<file path="config.mk">
export PLATFORM = sky130hd
export DESIGN_NAME = alu_cmd_driver
export DESIGN_NICKNAME = d
export VERILOG_FILES = /design/src/rtl/alu_pkg.sv /design/src/rtl/alu_cmd_driver.sv
export SDC_FILE = /design/constraint.sdc
export NUM_CORES = 1
export LEC_CHECK = 0
export ABC_AREA = 1
export CAP_MARGIN = 10
export CORE_MARGIN = 2
export CORE_UTILIZATION = 43
export CTS_BUF_LIST = sky130_fd_sc_hd__clkbuf_16
export CTS_CLUSTER_DIAMETER = 40
export DETAILED_ROUTE_END_ITERATION = 16
export GPL_TIMING_DRIVEN = 1
export PLACE_DENSITY_LB_ADDON = 0.25
export SETUP_SLACK_MARGIN = 0.5
export SYNTH_ARGS = -nofsm -noshare
export SYNTH_HDL_FRONTEND = slang
export SYNTH_SLANG_ARGS = --single-unit
</file>
<file path="constraint.sdc">
create_clock -name clk -period 3.8 [get_ports clk]
set_input_delay 1.14 -clock clk [delete_from_list [all_inputs] [get_ports clk]]
set_output_delay 1.14 -clock clk [all_outputs]
set_load 0.05 [all_outputs]
</file>
<file path="src/rtl/alu_pkg.sv">
// Shared ALU definitions: the operation encoding seen on the ALU_Control bus
// and the command driver's FSM state type.
package alu_pkg;

   typedef enum logic [1:0] {
      ALU_ADD = 2'b00,
      ALU_SUB = 2'b01,
      ALU_AND = 2'b10,
      ALU_OR  = 2'b11
   } alu_op_t;

   typedef enum logic [1:0] {
      IDLE   = 2'b00,
      SETTLE = 2'b01,
      RESP   = 2'b10
   } state_t;

endpackage

</file>
<file path="src/rtl/alu_cmd_driver.sv">
// Command-side initiator for an external combinational ALU: registers one
// operation at a time onto the ALU inputs, waits for it to settle, then returns the result.
module alu_cmd_driver
   import alu_pkg::*;
#(
   parameter int WIDTH         = 32,
   parameter int SETTLE_CYCLES = 1,
   parameter int CNT_W         = 16
) (
   input  logic             clk,
   input  logic             reset,
   input  logic             cmd_valid,
   output logic             cmd_ready,
   input  logic [1:0]       cmd_op,
   input  logic [WIDTH-1:0] cmd_a,
   input  logic [WIDTH-1:0] cmd_b,
   output logic [WIDTH-1:0] src_a,
   output logic [WIDTH-1:0] src_b,
   output logic [1:0]       ALU_Control,
   input  logic [WIDTH-1:0] ALU_out,
   input  logic             zero,
   output logic             rsp_valid,
   input  logic             rsp_ready,
   output logic [WIDTH-1:0] rsp_result,
   output logic             rsp_zero,
   output logic             busy,
   output logic [CNT_W-1:0] op_count,
   output logic             zero_mismatch
);

   localparam int SC_W = (SETTLE_CYCLES > 1) ? $clog2(SETTLE_CYCLES) : 1;
   localparam logic [SC_W-1:0] SC_INIT = SC_W'(SETTLE_CYCLES - 1);

   state_t          state;
   logic [SC_W-1:0] cnt;

   function automatic logic [CNT_W-1:0] sat_inc(input logic [CNT_W-1:0] v);
      return (&v) ? v : v + 1'b1;
   endfunction

   assign cmd_ready = (state == IDLE) && !reset;
   assign busy      = (state != IDLE);

   always_ff @(posedge clk) begin
      if (reset) begin
         state         <= IDLE;
         cnt           <= '0;
         src_a         <= '0;
         src_b         <= '0;
         ALU_Control   <= ALU_ADD;
         rsp_valid     <= 1'b0;
         rsp_result    <= '0;
         rsp_zero      <= 1'b0;
         op_count      <= '0;
         zero_mismatch <= 1'b0;
      end else begin
         case (state)
            IDLE: begin
               if (cmd_valid) begin
                  src_a       <= cmd_a;
                  src_b       <= cmd_b;
                  ALU_Control <= cmd_op;
                  cnt         <= SC_INIT;
                  state       <= SETTLE;
               end
            end
            // ALU inputs are stable here; sample once the settle budget runs out
            SETTLE: begin
               if (cnt != '0) begin
                  cnt <= cnt - 1'b1;
               end else begin
                  rsp_result <= ALU_out;
                  rsp_zero   <= zero;
                  rsp_valid  <= 1'b1;
                  if (zero != (ALU_out == '0))
                     zero_mismatch <= 1'b1;
                  state <= RESP;
               end
            end
            RESP: begin
               if (rsp_ready) begin
                  rsp_valid <= 1'b0;
                  op_count  <= sat_inc(op_count);
                  state     <= IDLE;
               end
            end
            default: state <= IDLE;
         endcase
      end
   end

endmodule

</file>
==> impl_metrics.csv <==
group,metric,value,unit
run_status,status,"finished, final reports clean",
cells_and_area,area_growth,62.3,%
sta,period_share,82.5,%
floorplan,coreArea,10200,µm²
yosys,synthFlopType,"dfxtp_1",
routing,drtIter0Drc,213,
power_and_ir_drop,peakVddDrop,0.267,mV
floorplan,dieWidth,106,µm
yosys,synth.area.top_cells,"dfxtp_1 (53%), nor2_1 (21%), o21ai_0 (10%)",
yosys,syn_area,4470,µm²
critical_path,r2r_start,"op_count[0]$_SDFFE_PP0P_",
grt,antenna_found_initial,0,
critical_path,start_kind,"input pin",
cts,clock_latency,0.40,ns
critical_path,worstPathMaxFanout,2,
routing,drc,0,
critical_path,worst_ep_required_time,2.66,ns
sta,finalSetupViolCount,0,
grt,grtUsageTotal,23.9,%
grt,use_met1,25.2,%
placement,dpl.hpwl,9.41,mm
yosys,yosys.area.top_type,"dfxtp_1",
cts,cts_root_buf,"clkbuf_16",
yosys,async_flop_share,0,%
run,max-cap-violations,0,
cts,cts_buffer_depth,2,
floorplan,io_pins,222,
yosys,yosysSeqAreaShare,53.3,%
routing,wl,13.2,mm
sta,fmax,319,MHz
yosys,synth_top_area_share,53.3,%
placement,io_buffer_count,221,
cts,cts.sinks,119,
cts,clk_pin_slew,0.05,ns
sta,period_needed,3.13,ns
sta,rsz0062_at_grt,"no",
critical_path,worstReg2RegEnd,"op_count[8]$_SDFFE_PP0P_",
yosys,synth_edf_count,0,
critical_path,reg2reg_depth,9,
floorplan,die-area,11200,µm²
cts,cts_hold_buffers,0,
grt,grt_max_degree,74,
worst_hold_path,worstHoldStart,"zero_mismatch$_SDFFE_PP0P_",
yosys,synthCells,606,
yosys,ys_warn_count,0,
worst_hold_path,hold_depth,2,
critical_path,r2r_slack,2.04,ns
sta,worst_pin_slew,0.571,ns
yosys,synth.avg_cell_area,7.38,µm²
routing,via_per_inst,4.89,
placement,gp_congestion,0.812,
cts,cts_buffers,17,
critical_path,crit_type,"in2out",
critical_path,arrival,1.99,ns
cells_and_area,drive_gt1_share,5.19,%
yosys,ys_types,22,
sta,slew_headroom,61.9,%
cts,cts-htree-levels,4,
routing,first_pass_iters,4,
floorplan,initial_core_util,43.7,%
cts,cts_setup_buffers,0,
sta,skew,0.00770,ns
power_and_ir_drop,powerDensity,487,nW/µm²
cells_and_area,antenna_cells,0,
sta,hold_violations,0,
sta,drv_slew,0,
worst_hold_path,hold_end,"zero_mismatch$_SDFFE_PP0P_",
sta,timing.final.ws_setup,0.666,ns
routing,ant_nets,0,
routing,wl_per_cell,13.7,µm
grt,top_usage_layer,"met2",
cts,cts_resized,0,
cells_and_area,mostFrequentLayoutCells,"nor2_1 (244), clkdlybuf4s50_1 (220), dfxtp_1 (119), o21ai_0 (92), nand2_1 (45)",
power_and_ir_drop,power.leakage,2.91,nW
yosys,synth-seq-cells,119,
cts,tritoncts,"yes",
cells_and_area,layout.nets,923,
worst_hold_path,hold_class,"reg2reg",
grt,met2_usage,41.9,%
sta,tns,0,ns
grt,grt_pass1_vias,4640,
floorplan,die_h,106,µm
floorplan,placementRows,37,
routing,vias,4711,
yosys,syn_nets,710,
critical_path,end_kind,"output port",
placement,dp_slack,0.658,ns
grt,grt_overflow_total,0,
grt,use_met3,10.2,%
cells_and_area,final_common_cell,"nor2_1",
grt,grt_pass1_wl,21.5,mm
flip-flops by register name, summed over array words and instances (netlist names):
name           count
rsp_result        32
src_b             32
rsp_valid          1
zero_mismatch      1
op_count          16
src_a             32
rsp_zero           1
state              2
ALU_Control        2
metrics by stage:
step / instances / total power, mW / util (%) / instance area, µm² / hold WS, ns
finish: 964 / 3.53 / 70.9 / 7260 / 0.452
global route: 964 / 3.68 / 70.9 / 7260 / 0.479
CTS: 964 / 3.56 / 70.9 / 7260 / 0.454
detailed placement: 936 / 2.26 / 66.3 / 6780 / 0.450
global placement: 936 / 2.24 / 66.3 / 6780 / 0.436
floorplan: 606 / 1.91 / - / 4470 / 0.477
cell usage after synthesis (all sizes together), types with 2 or more instances:
cell	count
nor2	245
dfxtp	119
o21ai	101
nand2	50
clkbuf	25
a21oi	17
nand3	16
inv	13
buf	9
xnor2	4
xor2	2
report_power, final:
group / switching [mW] / internal (mW) / total [mW]
Clock: 0.503 / 0.793 / 1.30
Combinational: 0.533 / 0.311 / 0.844
Sequential: 0.0468 / 1.34 / 1.39
cell type report:
cell class | count | area, µm²
inverter | 14 | 52.6
tap | 136 | 170
sequential | 119 | 2380
clock buffer | 17 | 425
fill | 817 | 2970
timing repair buffer | 228 | 2290
multi-input combinational | 439 | 1890
clock inverter | 11 | 48.8
metal layers:
layer / vias up / part of all wire, %
met5: - / 0
met4: 0 / 2.0
met3: 23 / 8.5
met2: 165 / 51
met1: 2172 / 39
li1: 2351 / -
cells by family (layout without fill, tap and decap cells):
logic type	after synthesis	count (layout)	synth area share, %
and+or+nand+nor	314	314	27.5
adders and majority gates	1	1	0.280
AOI/OAI and AO/OA	118	118	13.2
DFF	119	119	53.3
buffers and inverters	48	270	4.56
xor gates and xnor gates	6	6	1.17
worst max path at each step:
stage / endpoint / cells past startpoint / startpoint / slack [ns]
global placement: cmd_ready / 3 / reset / 0.64
detailed placement: cmd_ready / 3 / reset / 0.66
floorplan: cmd_ready / 2 / reset / 0.67
CTS: cmd_ready / 3 / reset / 0.66
global route: cmd_ready / 3 / reset / 0.64
finish: cmd_ready / 3 / reset / 0.67
critical path: stages:
cell             delay (ns)
clkdlybuf4s50_1        0.43
nor2_1                 0.25
buf_12                 0.18
Power figures use the tool's default switching activity.
